==> src/rtl/signal_debouncer.sv <==
// signal_debouncer: synchronises an asynchronous raw level into clk and
// debounces it so only levels held for STABLE_CYCLES enabled samples pass.
//
// Ports:
//   clk         in   posedge clock for every flop
//   rst         in   asynchronous active-low reset
//   raw_in      in   asynchronous raw level
//   enable      in   1 = qualify, 0 = freeze debounce state
//   signal_out  out  debounced level (registered)
//   busy        out  high while a candidate level is being qualified
//   glitch_cnt  out  saturating count of rejected candidates
//                    (present only when DEBOUNCE_GLITCH_CNT_EN is defined)
//
// Parameters:
//   SYNC_STAGES    synchroniser depth (>= 2)
//   STABLE_CYCLES  enabled samples a new level must persist (>= 1)
//   GLITCH_W       glitch counter width
//
// Optional feature macro: DEBOUNCE_GLITCH_CNT_EN

module signal_debouncer #(
  parameter int SYNC_STAGES   = 2,
  parameter int STABLE_CYCLES = 4,
  parameter int GLITCH_W      = 8
) (
  input  logic                clk,
  input  logic                rst,
  input  logic                raw_in,
  input  logic                enable,
  output logic                signal_out,
`ifdef DEBOUNCE_GLITCH_CNT_EN
  output logic                busy,
  output logic [GLITCH_W-1:0] glitch_cnt
`else
  output logic                busy
`endif
);

  localparam int CW = $clog2(STABLE_CYCLES + 1);
  localparam logic [CW-1:0] CNT_ONE  = CW'(1);
  localparam logic [CW-1:0] CNT_LAST = CW'(STABLE_CYCLES - 1);

  if (SYNC_STAGES < 2 || STABLE_CYCLES < 1 || GLITCH_W < 1)
  begin : g_param_check
    $error("signal_debouncer: illegal parameter value");
  end

  typedef enum logic {
    ST_STABLE  = 1'b0,
    ST_QUALIFY = 1'b1
  } state_e;

  logic [SYNC_STAGES-1:0] sync_q;
  logic                   sync_s;

  state_e                 state_q, state_d;
  logic [CW-1:0]          cnt_q, cnt_d;
  logic                   out_q, out_d;
  logic                   busy_q, busy_d;

`ifdef DEBOUNCE_GLITCH_CNT_EN
  logic [GLITCH_W-1:0]    glitch_q, glitch_d;
`endif

  // Synchroniser keeps shifting even when debouncing is frozen,
  // so a freeze never leaves a stale sample in the chain.
  always_ff @(posedge clk or negedge rst) begin
    if (!rst) begin
      sync_q <= '0;
    end else begin
      sync_q <= {sync_q[SYNC_STAGES-2:0], raw_in};
    end
  end

  assign sync_s = sync_q[SYNC_STAGES-1];

  always_comb begin
    state_d  = state_q;
    cnt_d    = cnt_q;
    out_d    = out_q;
`ifdef DEBOUNCE_GLITCH_CNT_EN
    glitch_d = glitch_q;
`endif
    if (enable) begin
      unique case (state_q)
        ST_STABLE: begin
          if (sync_s != out_q) begin
            // A single-sample qualification completes immediately.
            if (STABLE_CYCLES == 1) begin
              out_d = sync_s;
            end else begin
              cnt_d   = CNT_ONE;
              state_d = ST_QUALIFY;
            end
          end
        end
        ST_QUALIFY: begin
          if (sync_s == out_q) begin
            // Candidate fell back before qualifying: reject it.
            cnt_d   = '0;
            state_d = ST_STABLE;
`ifdef DEBOUNCE_GLITCH_CNT_EN
            if (glitch_q != {GLITCH_W{1'b1}}) begin
              glitch_d = glitch_q + GLITCH_W'(1);
            end
`endif
          end else if (cnt_q == CNT_LAST) begin
            out_d   = sync_s;
            cnt_d   = '0;
            state_d = ST_STABLE;
          end else begin
            cnt_d = cnt_q + CW'(1);
          end
        end
        default: begin
          cnt_d   = '0;
          state_d = ST_STABLE;
        end
      endcase
    end
    busy_d = (state_d == ST_QUALIFY);
  end

  always_ff @(posedge clk or negedge rst) begin
    if (!rst) begin
      state_q  <= ST_STABLE;
      cnt_q    <= '0;
      out_q    <= 1'b0;
      busy_q   <= 1'b0;
`ifdef DEBOUNCE_GLITCH_CNT_EN
      glitch_q <= '0;
`endif
    end else begin
      state_q  <= state_d;
      cnt_q    <= cnt_d;
      out_q    <= out_d;
      busy_q   <= busy_d;
`ifdef DEBOUNCE_GLITCH_CNT_EN
      glitch_q <= glitch_d;
`endif
    end
  end

  assign signal_out = out_q;
  assign busy       = busy_q;
`ifdef DEBOUNCE_GLITCH_CNT_EN
  assign glitch_cnt = glitch_q;
`endif

endmodule
==> config.mk <==
export PLATFORM = sky130hd
export DESIGN_NAME = signal_debouncer
export DESIGN_NICKNAME = d
export VERILOG_FILES = /design/src/rtl/signal_debouncer.sv
export SDC_FILE = /design/constraint.sdc
export NUM_CORES = 1
export LEC_CHECK = 0
export ABC_AREA = 1
export CAP_MARGIN = 10
export CORE_AREA = 2 2 39 41
export CTS_CLUSTER_DIAMETER = 50
export DETAILED_ROUTE_END_ITERATION = 7
export DIE_AREA = 0 0 41 43
export PLACE_DENSITY_LB_ADDON = 0.12
export SLEW_MARGIN = 20
export SYNTH_ARGS = -nofsm -noshare
export SYNTH_HDL_FRONTEND = slang
export SYNTH_SLANG_ARGS = --single-unit
==> constraint.sdc <==
create_clock -name clk -period 1.9 [get_ports clk]
set_input_delay 0.19 -clock clk [delete_from_list [all_inputs] [get_ports clk]]
set_output_delay 0.19 -clock clk [all_outputs]
set_load 0.02 [all_outputs]
# Yosys cells after proc, flatten, opt, wreduce, memory -nomap -nowiden

Index checks and enable logic that the tools add are counted.

Bits in read-only memories: 0
Input bits: 4
Bits in latches: 0
Output and inout bits: 2
Flip-flop bits (word level): 7
Memories kept: 0
Bits in writable memories: 0
Word-level logic and storage cells: 21

Magnitude comparators: 0
Shift operators: 0
$add $sub $neg: 1
Muxes and demuxes: 8
Multiply operators: 0
Equality and inequality tests: 4
Div/mod/pow operators: 0
Reductions and logical operators: 2
Bitwise operators: 2

Operators with widths:

| cell                  | number |
|---|---|
| $mux W3               | 3 |
| $pmux W3 S2           | 1 |
| $reduce_and A4 Y1     | 1 |
| $add A3 B1 Y3 const B | 1 |
| $eq A3 B2 Y1 const B  | 1 |
| $mux W1               | 3 |
| $ne A2 B2 Y1 const B  | 1 |
| $not A1 Y1            | 2 |
| $pmux W1 S2           | 1 |
| $reduce_and A2 Y1     | 1 |
| $eq A1 B1 Y1          | 1 |
| $ne A1 B1 Y1          | 1 |

# Depth between registers and ports, before layout

Gate-level depths: netlist of the first run.

Depth after elaboration: 4
Gate-level depth with buffers: 7
Depth with buffers taken out: 7

# Least setup slack after synthesis of the first run

No wires, ideal clock.

Path type: register to register
From: reg cnt_q[0]
To: reg out_q, in the netlist signal_out
Path slack: 0.872 ns
Period minus slack after synthesis: 1.028 ns
Stages on the path, launching flop included: 7
Path buffers: 0
Data arrival time: 0.910 ns
Required time: 1.782 ns
Setup time: 0.118 ns
Path through: dfrtp_1 -> ha_1 -> inv_1 -> nor2_2 -> nand2_2 -> nand2_1 -> o21ai_2

Longest elaborated chain between the ends: 2

RTL lines:

| item                               | RTL line | text |
|---|---|---|
| from (decl)                        | 57       | `logic [CW-1:0] cnt_q, cnt_d;` |
| from (signal assigned)             | 135      | `cnt_q <= cnt_d;` |
| $eq A3 B2 Y1                       | 107      | `end else if (cnt_q == CNT_LAST) begin` |
| $reduce_and A4 Y1 (no source line) | --       |  |
| to (signal assigned)               | 136      | `out_q <= out_d;` |
| to (decl)                          | 58       | `logic out_q, out_d;` |

No other way between the ends.
A chain may end at the register's enable or synchronous reset.

# Worst setup path in the final report of the first run

From: reg busy_q, in the netlist busy
To: out busy

RTL lines:

| item                   | RTL line | text |
|---|---|---|
| from (decl)            | 59       | `logic busy_q, busy_d;` |
| from (signal assigned) | 137      | `busy_q <= busy_d;` |
| to (decl)              | 35       | `output logic busy` |

No word-level cell between the ends.

==> key figures, run 1 <==
Finish
  – # fillers: 147
  – Post-layout nets: 59
  – Diode count: 0
  – Synth-to-layout area growth: 26.83%
  – Fraction of layout cells with a size suffix above 1: 20.75%
  – Fin area: 455.4 um2

Power
  – Power per cell area: 1311 mW/mm2
  – Sw Ratio: 37.25%
  – Psw: 0.0002224 W
  – Combinational cell fraction of total power: 40.2%
  – Power Internal: 0.0003747 W
  – Flop pwr share: 38.6%
  – Leak: 0.2311 nW
  – Peak VDD IR: 0.0003809 V
  – Share of total power in the clock network: 21.2%

Logic synthesis
  – Synth top area share: 48.78%
  – Syn Std Cell Area: 359.1 um2
  – Leading area contributor after synthesis: dfrtp_1
  – Synth warn: 0
  – Post-synthesis cell type count: 15
  – Mapped Nets: 49
  – Post-synthesis sequential area ratio: 48.78%
  – Syn Inst Count: 44
  – Synth Register Bits: 7
  – Top cells by area, synth: dfrtp_1 (49%), nand2_1 (13%), inv_1 (7.3%), nand3_1 (4.2%), ha_1 (3.5%)
  – Syn_area_per_cell: 8.161 um2

Floorplanning
  – Num ports: 6
  – Core Rows: 14
  – Initial Utilization: 25.95%
  – Die X: 41 um
  – Die Ht: 43 um
  – DIE AREA: 0.001763 mm2
  – CORE AREA: 0.001384 mm2

Routing
  – Wirelength per Cell: 8.420 um
  – WL final: 581 um
  – Post-DRT Antenna Nets: 0
  – DR top layer: met3
  – Via/cell ratio: 4.000
  – Drt initial violations: 4
  – Routed vias: 276
  – Routed wl met2: 260 um
  – Residual DRC: 0
  – Metal-1 WL: 293 um
  – Pre-antenna DRT Iters: 3
  – Met3 wire length: 27 um

Outcome
  – Status: complete, no violations

Worst setup path
  – Buf/Inv on CP: 1
  – CP Launch Type: flop
  – Kind of critical path: reg -> out
  – Max incr delay on CP: 0.63 ns
  – R2r setup slk: 0.79 ns
  – Worst EP arrival: 1.29 ns
  – Worst setup EP type: output port
  – Worst EP required: 1.71 ns
  – Crit-path slowest cell: clkdlybuf4s50_1
  – Crit-path cells: clkdlybuf4s50_1
  – Worst Setup SP: busy
  – Critical path fanouts, max: 5
  – Crit Reg-Reg Startpoint: cnt_q[0]
  – CP top delay family: buffers and inverters

Clocking
  – Max clock buf depth: 2
  – Hold Buf Count CTS: 0
  – Worst-path clk slew: 0.05 ns
  – Root Driver: clkbuf_4
  – H-tree depth: 1
  – Clk_lat worst skew: 0.24 ns
  – # resized after CTS: 0
  – Setup bufs post-CTS: 0
  – TritonCTS Buffers: 3
  – TritonCTS clock tree: done
  – Sink Count: 7

Timing
  – Fmax achieved: 0.6775 GHz
  – RSZ-0062 raised after global routing: false
  – Slew headroom: 79.89%
  – Worst Slack Setup Final: 0.4239 ns
  – Worst-margin pin slew: 0.3007 ns
  – Hold Violations, Final: 0
  – Final Slew Violations: 0
  – Final setup viols: 0
  – Crit share post-route: 77.69%
  – Setup_tns: 0 ns
  – Min Hold Slack: 0.2005 ns
  – Tmin final: 1.476 ns
  – Post-Route Skew: 0.001564 ns

Place
  – GPL Wtd Cong: 0.6966
  – Detailed Place HPWL: 497 um
  – Port bufs: 5
  – Placed Area: 429.2 um2
  – Setup WS pre-CTS: 0.6430 ns

Global routing
  – First-pass GRT wire length: 1104 um
  – Grt ovf: 0
  – Initial antenna violation count: 0
  – Largest net degree at the start of global routing: 8
  – Global-route usage over all layers: 9.664%
  – Vias in the first global route: 261

Flow run
  – Max Cap Violations: 0

Min path
  – Min-Delay Path Class: in -> async
==> per-layer routing <==
layer / up-vias / track usage (%)
met2: 5 / 10.94
met5: - / 0
met1: 115 / 15.10
met4: 0 / 8.000
met3: 0 / 1.571
li1: 156 / -
==> layout make-up <==
class,count,area [um2],share of cell area (%)
sequential,7,175.2,38.46
timing repair buffer,5,50.05,10.99
clock buffer,4,26.28,5.769
tap,16,20.02,4.396
inverter,9,35.03,7.692
multi-input combinational,28,148.9,32.69
==> power groups by stage <==
stage          logic, W  registers [W]  clock network [W]
6_report       0.000240       0.000230           0.000126
2_1_floorplan  0.000151       0.000248                  0
3_3_place_gp   0.000248       0.000235                  0
4_1_cts        0.000248       0.000232           0.000135
3_5_place_dp   0.000247       0.000233                  0
5_1_grt        0.000289       0.000240           0.000138
==> stage by stage <==
stage               instances  utilization, %   power, W
floorplan                  44               -  0.0003986
global placement           65           31.01  0.0004833
finish                     69           32.91  0.0005972
CTS                        69           32.91  0.0006138
global route               69           32.91  0.0006667
detailed placement         65           31.01  0.0004805
==> sequential cells by signal, indices dropped and copies added, names as in the netlist <==
register,count
busy,1
cnt_q,3
signal_out,1
sync_q,2
==> final timing paths <==
path                               to  cells after the start
min                              busy                      1
max                              busy                      1
max in group asynchronous    cnt_q[2]                      1
max reg2reg                signal_out                      6
min reg2reg                 sync_q[1]                      0
min in group clk            sync_q[1]                      0
==> synth_stat cells (all sizes together) <==
library cell,number
nor2,4
dfrtp,7
nand4,2
o22ai,1
nand3,4
clkinv,1
o21ai,1
ha,1
a21oi,1
nand2,14
inv,8
==> cells in the final DEF (no fill, tap or decap) <==
master           count
clkbuf_4             3
clkinv_2             1
ha_1                 1
nand2_2              2
a21oi_2              1
nand2_1             12
nor2_1               3
dfrtp_1              7
inv_1                7
o21ai_2              1
nand3_1              3
nand3_2              1
nor2_2               1
inv_2                1
o22ai_1              1
clkdlybuf4s50_1      5
clkbuf_1             1
nand4_1              2
==> kinds of logic (layout without fill, tap and decap cells) <==
group,Yosys count,after routing,share of synthesized area [%]
AOI/OAI and AO/OA,3,3,6.622
adders and majority gates,1,1,3.484
buffers and inverters,9,18,9.755
DFF,7,7,48.78
and+or+nand+nor,24,24,31.36
Note: power is estimated with default switching activity, not from simulation.
==> run 2, diff against run 1 <==
==> constraint.sdc (replaced) <==
create_clock -name clk -period 1.36 [get_ports clk]
set_input_delay 0.136 -clock clk [delete_from_list [all_inputs] [get_ports clk]]
set_output_delay 0.136 -clock clk [all_outputs]
set_load 0.02 [all_outputs]
==> key figures, run 2 (synthesized netlist as in run 1, its figures left out) <==
Timing
  – Tmin final: 1.160 ns
  – Slew headroom: 77.65%
  – RSZ-0062 raised after global routing: false
  – Post-Route Skew: 0.002632 ns
  – Setup_tns: 0 ns
  – Fmax achieved: 0.8618 GHz
  – Hold Violations, Final: 0
  – Final Slew Violations: 0
  – Worst-margin pin slew: 0.3342 ns
  – Final setup viols: 0
  – Crit share post-route: 85.32%

Clocking
  – # resized after CTS: 2
  – H-tree depth: 1
  – Hold Buf Count CTS: 0
  – Max clock buf depth: 2
  – TritonCTS clock tree: done
  – Worst-path clk slew: 0.05 ns
  – TritonCTS Buffers: 3
  – Root Driver: clkbuf_4
  – Sink Count: 7
  – Setup bufs post-CTS: 0
  – Clk_lat worst skew: 0.25 ns

Worst setup path
  – Worst EP required: 1.22 ns
  – Critical path fanouts, max: 5
  – Buf/Inv on CP: 1
  – Crit-path slowest cell: dfrtp_1
  – Worst Setup SP: busy
  – Worst EP arrival: 1.02 ns
  – Kind of critical path: reg -> out
  – Crit Reg-Reg Startpoint: cnt_q[0]
  – Max incr delay on CP: 0.42 ns
  – Worst setup EP type: output port
  – CP top delay family: flip-flops
  – Crit-path cells: dlygate4sd2_1
  – CP Launch Type: flop

Routing
  – Via/cell ratio: 4.174
  – Pre-antenna DRT Iters: 3
  – Routed vias: 288
  – Wirelength per Cell: 9.942 um
  – Residual DRC: 0
  – Post-DRT Antenna Nets: 0
  – WL final: 686 um
  – Drt initial violations: 11

Finish
  – # fillers: 158
  – Max reg flops: 3
  – Post-layout nets: 59
  – Register name with the most flops: cnt_q
  – Top Registers: cnt_q (3), sync_q (2)
  – Synth-to-layout area growth: 26.13%
  – Most common cell after layout, fill and taps aside: nand2_1
  – Fraction of layout cells with a size suffix above 1: 20.75%
  – Diode count: 0
  – Post-layout util: 32.73%
  – Most frequent cells in the layout: nand2_1 (12), inv_1 (7), dfrtp_1 (7)

Floorplanning
  – Num ports: 6
  – Die Ht: 43 um
  – CORE AREA: 0.001384 mm2
  – Initial Utilization: 25.95%
  – Die X: 41 um
  – Core Rows: 14
  – DIE AREA: 0.001763 mm2

Place
  – GPL Wtd Cong: 0.6676
  – Detailed Place HPWL: 530.7 um
  – Port bufs: 5

Global routing
  – Grt ovf: 0
  – First-pass GRT wire length: 1193 um
  – Global-route usage over all layers: 10.56%
  – Initial antenna violation count: 0
  – Largest net degree at the start of global routing: 8
  – Vias in the first global route: 311

Power
  – Leak: 0.2363 nW
  – Power per cell area: 1842 mW/mm2
  – Peak VDD IR: 0.0005211 V

Min path
  – Min-Delay Path Class: in -> async

Flow run
  – Max Cap Violations: 0

Outcome
  – Status: complete, no violations
## run 2: changes by cell type in the layout (fill, tap and decap cells not counted)
cell	previous run	this run
dlygate4sd2_1	0	2
clkdlybuf4s50_1	5	3
## run 2: area by class of cell
type,instances,area (um2),area share [%]
flip-flops and latches,7,175.2,38.67
multi-input cells,28,148.9,32.87
repair buffers,5,47.55,10.50
inverters,9,35.03,7.735
clock buffers,4,26.28,5.801
well taps,16,20.02,4.420
## run 2: worst paths after layout
| check | endpoint | slack, ns | cells after the start |
|---|---|---|---|
| max in group asynchronous | signal_out | 0.96 | 1 |
| hold reg to reg | sync_q[1] | 0.35 | 0 |
| hold / removal | cnt_q[1] | 0.15 | 1 |
| setup reg to reg | signal_out | 0.22 | 6 |
| setup / recovery | busy | 0.20 | 1 |
| min in group clk | sync_q[0] | 0.33 | 1 |
## run 2: power breakdown
group / switching (W) / internal (W)
clock: 0.0000753 / 0.000112
combinational: 0.000195 / 0.000129
sequential: 0.0000584 / 0.000265
## run 2: metal layers
metal	GRT usage, %	vias up	wire, um
met4	10.00	0	0
li1	-	154	-
met3	1.571	0	33
met5	0	-	0
met2	12.81	5	296
met1	15.00	129	357
## run 2: metrics by stage
stage | setup slack, ns | std cells | power (W) | hold slack (ns) | area [um2]
2_1_floorplan | 0.3321 | 44 | 0.0005568 | -0.1596 | 359.1
3_3_place_gp | 0.1569 | 65 | 0.0006729 | 0.3341 | 429.2
3_5_place_dp | 0.1502 | 65 | 0.0006708 | 0.3381 | 429.2
4_1_cts | 0.1936 | 69 | 0.0008520 | 0.1531 | 452.9
5_1_grt | 0.1274 | 69 | 0.0009149 | 0.1714 | 452.9
6_report | 0.1997 | 69 | 0.0008342 | 0.1532 | 452.9
